$ cat src/rtl/program_loader_if.sv
// Byte-stream input and program-memory write port of the nRisc program loader.
// The loader takes the slave view; the byte source / bench takes the master view.
interface program_loader_if;
    logic       in_valid;
    logic [7:0] in_data;
    logic       in_ready;
    logic       prog_we;
    logic [7:0] prog_addr;
    logic [7:0] prog_data;
    logic       cpu_hold;
    logic       load_done;
    logic       load_error;
    logic [7:0] words_loaded;

    modport master (
        output in_valid, in_data,
        input  in_ready, prog_we, prog_addr, prog_data,
               cpu_hold, load_done, load_error, words_loaded
    );

    modport slave (
        input  in_valid, in_data,
        output in_ready, prog_we, prog_addr, prog_data,
               cpu_hold, load_done, load_error, words_loaded
    );
endinterface

$ cat src/rtl/program_loader.sv
// Boot-time program loader: receives a length-framed, checksummed byte image,
// writes it into program memory and keeps the core stalled until it verifies.
module program_loader #(
    parameter logic [7:0] BASE_ADDR = 8'h00
) (
    input  logic             clock,
    input  logic             reset,
    program_loader_if.slave  bus
);

    typedef enum logic [2:0] {INIT, IDLE, LOAD, CHECK, DONE, ERROR} state_t;

    state_t     state_q, state_d;
    logic [7:0] len_q, len_d;
    logic [7:0] sum_q, sum_d;
    logic [7:0] addr_q, addr_d;
    logic [7:0] count_q, count_d;

    logic       prog_we_q, prog_we_d;
    logic [7:0] prog_addr_q, prog_addr_d;
    logic [7:0] prog_data_q, prog_data_d;
    logic       in_ready_q, in_ready_d;
    logic       cpu_hold_q, cpu_hold_d;
    logic       load_done_q, load_done_d;
    logic       load_error_q, load_error_d;

    logic       xfer;

    assign xfer = bus.in_valid && in_ready_q;

    always_ff @(posedge clock or posedge reset) begin
        if (reset) begin
            state_q <= INIT;
        end else begin
            state_q <= state_d;
        end
    end

    always_ff @(posedge clock or posedge reset) begin
        if (reset) begin
            len_q        <= 8'h00;
            sum_q        <= 8'h00;
            addr_q       <= BASE_ADDR;
            count_q      <= 8'h00;
            prog_we_q    <= 1'b0;
            prog_addr_q  <= BASE_ADDR;
            prog_data_q  <= 8'h00;
            in_ready_q   <= 1'b0;
            cpu_hold_q   <= 1'b1;
            load_done_q  <= 1'b0;
            load_error_q <= 1'b0;
        end else begin
            len_q        <= len_d;
            sum_q        <= sum_d;
            addr_q       <= addr_d;
            count_q      <= count_d;
            prog_we_q    <= prog_we_d;
            prog_addr_q  <= prog_addr_d;
            prog_data_q  <= prog_data_d;
            in_ready_q   <= in_ready_d;
            cpu_hold_q   <= cpu_hold_d;
            load_done_q  <= load_done_d;
            load_error_q <= load_error_d;
        end
    end

    // A transfer in ERROR is a fresh length byte, exactly as in IDLE.
    always_comb begin
        state_d = state_q;
        len_d   = len_q;
        sum_d   = sum_q;
        addr_d  = addr_q;
        count_d = count_q;
        case (state_q)
            INIT: state_d = IDLE;
            IDLE, ERROR: begin
                if (xfer) begin
                    len_d   = bus.in_data;
                    sum_d   = 8'h00;
                    addr_d  = BASE_ADDR;
                    count_d = 8'h00;
                    state_d = (bus.in_data == 8'h00) ? CHECK : LOAD;
                end
            end
            LOAD: begin
                if (xfer) begin
                    sum_d   = sum_q + bus.in_data;
                    addr_d  = addr_q + 8'd1;
                    count_d = count_q + 8'd1;
                    if (count_q + 8'd1 == len_q) begin
                        state_d = CHECK;
                    end
                end
            end
            CHECK: begin
                if (xfer) begin
                    state_d = (bus.in_data == sum_q) ? DONE : ERROR;
                end
            end
            DONE:    state_d = DONE;
            default: state_d = INIT;
        endcase
    end

    // Status flags follow the state being entered so they change on the deciding edge.
    always_comb begin
        prog_we_d    = (state_q == LOAD) && xfer;
        prog_addr_d  = prog_we_d ? addr_q : prog_addr_q;
        prog_data_d  = prog_we_d ? bus.in_data : prog_data_q;
        in_ready_d   = (state_d != INIT) && (state_d != DONE);
        cpu_hold_d   = (state_d != DONE);
        load_done_d  = (state_d == DONE);
        load_error_d = (state_d == ERROR);
    end

    assign bus.in_ready     = in_ready_q;
    assign bus.prog_we      = prog_we_q;
    assign bus.prog_addr    = prog_addr_q;
    assign bus.prog_data    = prog_data_q;
    assign bus.cpu_hold     = cpu_hold_q;
    assign bus.load_done    = load_done_q;
    assign bus.load_error   = load_error_q;
    assign bus.words_loaded = count_q;

endmodule

$ cat src/flat_wrapper.sv
// flat-port wrapper written by rule: the top's interface ports become plain ports
module program_loader_flat 
#(
    parameter logic [7:0] BASE_ADDR = 8'h00
)
  (clock, reset, bus_in_valid, bus_in_data, bus_in_ready, bus_prog_we, bus_prog_addr, bus_prog_data, bus_cpu_hold, bus_load_done, bus_load_error, bus_words_loaded);
  program_loader_if bus_i ();
  input  logic clock;
  input  logic reset;
  input wire logic [$bits(bus_i.in_valid)-1:0] bus_in_valid;
  input wire logic [$bits(bus_i.in_data)-1:0] bus_in_data;
  output wire logic [$bits(bus_i.in_ready)-1:0] bus_in_ready;
  output wire logic [$bits(bus_i.prog_we)-1:0] bus_prog_we;
  output wire logic [$bits(bus_i.prog_addr)-1:0] bus_prog_addr;
  output wire logic [$bits(bus_i.prog_data)-1:0] bus_prog_data;
  output wire logic [$bits(bus_i.cpu_hold)-1:0] bus_cpu_hold;
  output wire logic [$bits(bus_i.load_done)-1:0] bus_load_done;
  output wire logic [$bits(bus_i.load_error)-1:0] bus_load_error;
  output wire logic [$bits(bus_i.words_loaded)-1:0] bus_words_loaded;
  assign bus_i.in_valid = bus_in_valid;
  assign bus_i.in_data = bus_in_data;
  assign bus_in_ready = bus_i.in_ready;
  assign bus_prog_we = bus_i.prog_we;
  assign bus_prog_addr = bus_i.prog_addr;
  assign bus_prog_data = bus_i.prog_data;
  assign bus_cpu_hold = bus_i.cpu_hold;
  assign bus_load_done = bus_i.load_done;
  assign bus_load_error = bus_i.load_error;
  assign bus_words_loaded = bus_i.words_loaded;
  program_loader #(.BASE_ADDR(BASE_ADDR)) u_core (.clock(clock), .reset(reset), .bus(bus_i));
endmodule
$ cat config.mk
export PLATFORM = sky130hd
export DESIGN_NAME = program_loader_flat
export DESIGN_NICKNAME = d
export VERILOG_FILES = /design/src/rtl/program_loader_if.sv /design/src/rtl/program_loader.sv /design/src/flat_wrapper.sv
export SDC_FILE = /design/constraint.sdc
export NUM_CORES = 1
export LEC_CHECK = 0
export CORE_MARGIN = 5
export CORE_UTILIZATION = 45
export CTS_CLUSTER_DIAMETER = 100
export DETAILED_ROUTE_END_ITERATION = 6
export PLACE_DENSITY = 0.76
export SLEW_MARGIN = 20
export SYNTH_ARGS = -nofsm -noshare
export SYNTH_HDL_FRONTEND = slang
export SYNTH_SLANG_ARGS = --single-unit
$ cat constraint.sdc
create_clock -name clock -period 4.48 [get_ports clock]
set_clock_uncertainty 0.05 [all_clocks]
set_input_delay 0.896 -clock clock [delete_from_list [all_inputs] [get_ports clock]]
set_output_delay 0.896 -clock clock [all_outputs]
set_load 0.03 [all_outputs]
### Word level (Yosys, flattened, before mapping)

Cells that the tools add are included.

| word-level totals | value |
|---|---|
| bits in registers | 56 |
| bits of input ports | 11 |
| output and inout bits | 29 |
| word-level logic and storage cells | 51 |

| operators by class | value |
|---|---|
| add/subtract/negate cells | 3 |
| equality and inequality tests | 12 |
| mux-type cells | 14 |
| reduce and logical (&&, ||, !) cells | 10 |

Operators by type and width:

| cell | number |
|---|---|
| $pmux 8 s2 | 3 |
| $mux 8 | 4 |
| $add 8x1->8 const B | 2 |
| $eq 8x8->1 | 2 |
| $pmux 3 s5 | 1 |
| $eq 3x3->1 const B | 4 |
| $mux 3 | 4 |
| $add 8x8->8 | 1 |
| $logic_not 8->1 | 1 |
| $eq 3x2->1 const B | 2 |
| $ne 2x1->1 const B | 2 |
| $eq 3x1->1 const B | 1 |
| $logic_and 1x1->1 | 3 |
| $logic_not 3->1 | 1 |
| $ne 3x3->1 const B | 1 |
| $reduce_and 3->1 | 1 |
| $reduce_bool 3->1 | 1 |
| $mux 1 | 2 |
| $reduce_and 2->1 | 1 |
| $reduce_bool 2->1 | 1 |
| $reduce_or 2->1 | 1 |

### Longest topological paths before layout

| logic depth | value |
|---|---|
| depth in word-level cells | 7 |
| mapped depth | 8 |
| gate-level depth less buffers | 7 |

### Worst setup path after synthesis

Ideal clock, no wire load.

| path | value |
|---|---|
| path type | input port to flip-flop |
| start | input bus_in_data[0] |
| end | register u_core.sum_q[6] |
| setup time | 0.123 ns |
| arrival | 2.121 ns |
| data required time | 4.307 ns |
| slack | 2.185 ns |
| stages on the path | 7 |
| buffers on the path | 0 |
| cells stage by stage | ha_1 fa_1 a21o_1 a21oi_1 o21bai_1 mux2i_1 nand2_1 |

| between the ends | value |
|---|---|
| word-level cells in the longest chain between the ends | 3 |

RTL lines:

| item | RTL line | RTL |
|---|---|---|
| start: declaration | flat_wrapper.sv:11 | `input wire logic [$bits(bus_i.in_data)-1:0] bus_in_data;` |
| $add 8x8->8 | program_loader.sv:87 | `sum_d = sum_q + bus.in_data;` |
| $mux 8 | program_loader.sv:86 | `if (xfer) begin` |
| $pmux 8 s2 | program_loader.sv:74 | `case (state_q)` |
| end signal: assignment | program_loader.sv:54 | `sum_q <= sum_d;` |
| end: declaration | program_loader.sv:15 | `logic [7:0] sum_q, sum_d;` |

No other way between the ends. The select of a mux whose other input is x is not followed.
A chain may end at the register's enable or synchronous reset.

### Final worst setup path

| path | value |
|---|---|
| start | input bus_in_valid |
| end | register u_core.sum_q[6] |

| between the ends | value |
|---|---|
| word-level cells in the longest chain between the ends | 3 |
| elaborated cells on any way between the ends | 4 |
| those cells by class | eq/ne: 2; reduce/logical: 2 |

RTL lines:

| item | RTL line | RTL |
|---|---|---|
| start: declaration | flat_wrapper.sv:10 | `input wire logic [$bits(bus_i.in_valid)-1:0] bus_in_valid;` |
| $logic_and 1x1->1 * | program_loader.sv:29 | `assign xfer = bus.in_valid && in_ready_q;` |
| $ne 2x1->1 (no source line) | -- |  |
| $reduce_and 3->1 (no source line) * | -- |  |

Mark *: on every way between the ends. The rest lies on a longest branch, timed or not.

==> flow_summary_export.csv <==
group,metric,value,unit
clock_network,cts.reportedPaths.clkPinSlew,0.11,ns
synth,synth.cell_area,0.00290,mm²
timing,tightest_slew,0.800,ns
die,pin_count,40,
setup_path,critPathLaunchType,"input pin",
global_route,grt_busiest_layer,"met2",
timing,slew_violations,0,
clock_network,cts_num_sinks,56,
setup_path,end_kind,"register",
final_layout,fin_nets,358,
die,die_w,90.2,µm
final_layout,fin_util,54.3,%
route,drtPass1Iterations,4,
clock_network,clock_latency,0.31,ns
hold_path,min_path_cells,2,
global_route,gr-usage-met2,25.5,%
global_route,grt_max_degree,48,
timing,timing.fmax,377,MHz
global_route,globalRoute.totalOverflow,0,
place,gp_congestion,0.873,
synth,netlist_top_cells_area,"dfrtp_1, nand2_1, ha_1",
route,wire_per_inst,14.7,µm
clock_network,numCtsBuffers,5,
synth,post-synth-top-area-cell,"dfrtp_1",
setup_path,path_max_fanout,33,
setup_path,arrival,2.80,ns
setup_path,cp_common_cell,"nand2_1",
timing,hold_viol_final,0,
setup_path,timing.rr.end,"u_core.sum_q[6]",
timing,post-route-period-util,59.1,%
timing,fin_setup_tns,0,ns
die,row_count,29,
synth,synthCells,300,
synth,ys_ff_latch,56,
global_route,grt_use_met3,2.67,%
setup_path,worst_r2r_path_depth,6,
final_layout,instances_no_fill,415,
setup_path,ff2ff_setup_slack,2.32,ns
clock_network,cts_tree,"built",
clock_network,cts_resized,0,
synth,seq_area_frac_synth,48.4,%
clock_network,hold_buffers,0,
final_layout,diodes,0,
final_layout,final_common_cell,"nand2_1",
die,dieArea,0.00814,mm²
die,core,0.00631,mm²
timing,min_period,2.65,ns
setup_path,critPathLaunch,"bus_in_valid",
die,dieHeight,90.2,µm
hold_path,min_from,"u_core.bus.prog_addr[6]",
timing,slew_headroom,46.6,%
setup_path,critPathSlowestCell,"clkdlybuf4s50_1",
synth,yosysTopAreaCellShare,47.5,%
die,initial_utilization,45.9,%
clock_network,postCtsSetupBuffers,0,
hold_path,hold_end,"u_core.bus.prog_addr[6]",
route,routed_wl,6.10,mm
power_and_ir_drop,power_density,552,mW/mm²
synth,syn-num-nets,321,
power_and_ir_drop,ir_worst_vdd,0.000256,V
route,drt_iter0_drc,124,
setup_path,cp.required,4.63,ns
setup_path,worstPathCellList,"clkdlybuf4s50_1 -> and2_1 -> nand2_1 -> inv_2 -> nor2_4 -> a211oi_1 -> nand2_1",
timing,rsz0062_at_grt,"no",
global_route,grt_use_total,15.4,%
global_route,antenna_found_initial,0,
status,status,"finished, final reports clean",
final_layout,final_cell_mix,"nand2_1, dfrtp_1, clkdlybuf4s50_1, o21ai_1, o21ai_0",
setup_path,reg2reg_from,"u_core.state_q[1]",
synth,synth_cell_types,52,
route,vias,2290,
global_route,use_met1,20.6,%
final_layout,drive_gt1_share,10.4,%
timing,holdWs,0.432,ns
clock_network,clockBufferDepth,2,
place,port-buffer-count,39,
timing,setup_violations,0,
route,avgViaCountPerCell,5.52,
place,post-place-cells,407,
power_and_ir_drop,leakage,1.52,nW
global_route,grt_pass1_wl,10.5,mm
synth,avgSynthCellArea,9.66,µm²
setup_path,path_class,"input pin to register",
synth,synth_warnings,0,
route,drc,0,
run,drv_cap,0,
route,detail-route-antenna-nets,0,
setup_path,max_stage_delay,0.49,ns
clock_network,cts_max_level,2,
place,dpl.hpwl,4.27,mm
hold_path,holdCritPathClass,"register to register",
global_route,grt_pass1_vias,2183,
clock_network,root_buffer,"clkbuf_8",
power_and_ir_drop,p_total,1.89,mW
final_layout,syn_to_final_growth,18.2,%
-- worst max-delay path by stage --
stage	depth (start not counted)	slack, ns	endpoint
finish	7	1.83	u_core.sum_q[6]
floorplan	1	2.16	u_core.addr_q[0]
detailed placement	6	1.47	u_core.state_q[0]
global placement	6	1.51	u_core.state_q[0]
CTS	6	1.81	u_core.state_q[0]
global route	7	1.63	u_core.sum_q[6]
-- cell usage after synthesis (all sizes together) --
cell type / count
a32oi: 1
o21a: 1
a21o: 2
nand2b: 2
o21bai: 1
mux2: 8
nand2: 76
buf: 11
a211oi: 1
and3: 4
o22ai: 1
nor3b: 4
o21ba: 1
a22o: 4
dfstp: 1
nand4: 5
a31oi: 2
o21ai: 30
a311oi: 1
dfrtp: 55
or3: 1
xnor2: 7
a21oi: 10
inv: 6
o31ai: 2
nand3b: 1
xor2: 7
ha: 9
nor4: 4
a21boi: 1
nand3: 11
and2: 3
o2111ai: 1
a31o: 1
nor3: 3
o211ai: 1
o41ai: 1
nor2: 16
fa: 1
nor4b: 1
mux2i: 2
-- state kept, by name, summed over array words and instances (netlist names), 3 cells and up --
register / flops
u_core.addr_q: 8
u_core.bus.prog_addr: 8
u_core.len_q: 8
u_core.bus.prog_data: 8
u_core.state_q: 3
u_core.bus.words_loaded: 8
u_core.sum_q: 8
-- worst max-delay path, delay by kind of cell --
| family | cells | cell delay, ns |
|---|---|---|
| AO/OA/AOI/OAI | 1 | 0.29 |
| buffers and inverters | 2 | 0.93 |
| AND/OR/NAND/NOR | 4 | 0.66 |
-- final cells by class --
| cell class | instances | area, µm² |
|---|---|---|
| Tap cell | 77 | 96.3 |
| Sequential cell | 56 | 1400 |
| Inverter | 6 | 23.8 |
| Clock buffer | 5 | 68.8 |
| Multi-Input combinational cell | 227 | 1400 |
| Timing Repair Buffer | 41 | 405 |
| Clock inverter | 3 | 27.5 |
| Fill cell | 562 | 2890 |
-- where the power goes --
part           switching, mW  total (mW)  internal, mW
clock network          0.175       0.290         0.115
logic                  0.460       0.813         0.353
registers              0.133       0.788         0.654
-- per-stage QoR --
step	area [µm²]	worst slack [ns]
floorplan	2900	2.16
global placement	3330	1.51
detailed placement	3330	1.47
CTS	3420	1.81
global route	3430	1.63
finish	3430	1.83
-- per-layer routing --
| layer | up-vias | wire [µm] |
|---|---|---|
| met1 | 1131 | 2670 |
| li1 | 1112 | - |
| met3 | 9 | 233 |
| met5 | - | 0 |
| met2 | 38 | 3100 |
| met4 | 0 | 102 |
-- kinds of logic after synthesis --
kind of cell,after synthesis,synth area share (%)
AND/OR/NAND/NOR,131,22.3
multiplexers,10,3.80
adder cells (fa/ha/maj),10,4.58
flip-flops,56,48.4
XOR/XNOR,14,4.23
AO/OA/AOI/OAI,62,13.5
buffers and inverters,17,3.24
No activity file was read; power rests on OpenSTA's default activity.
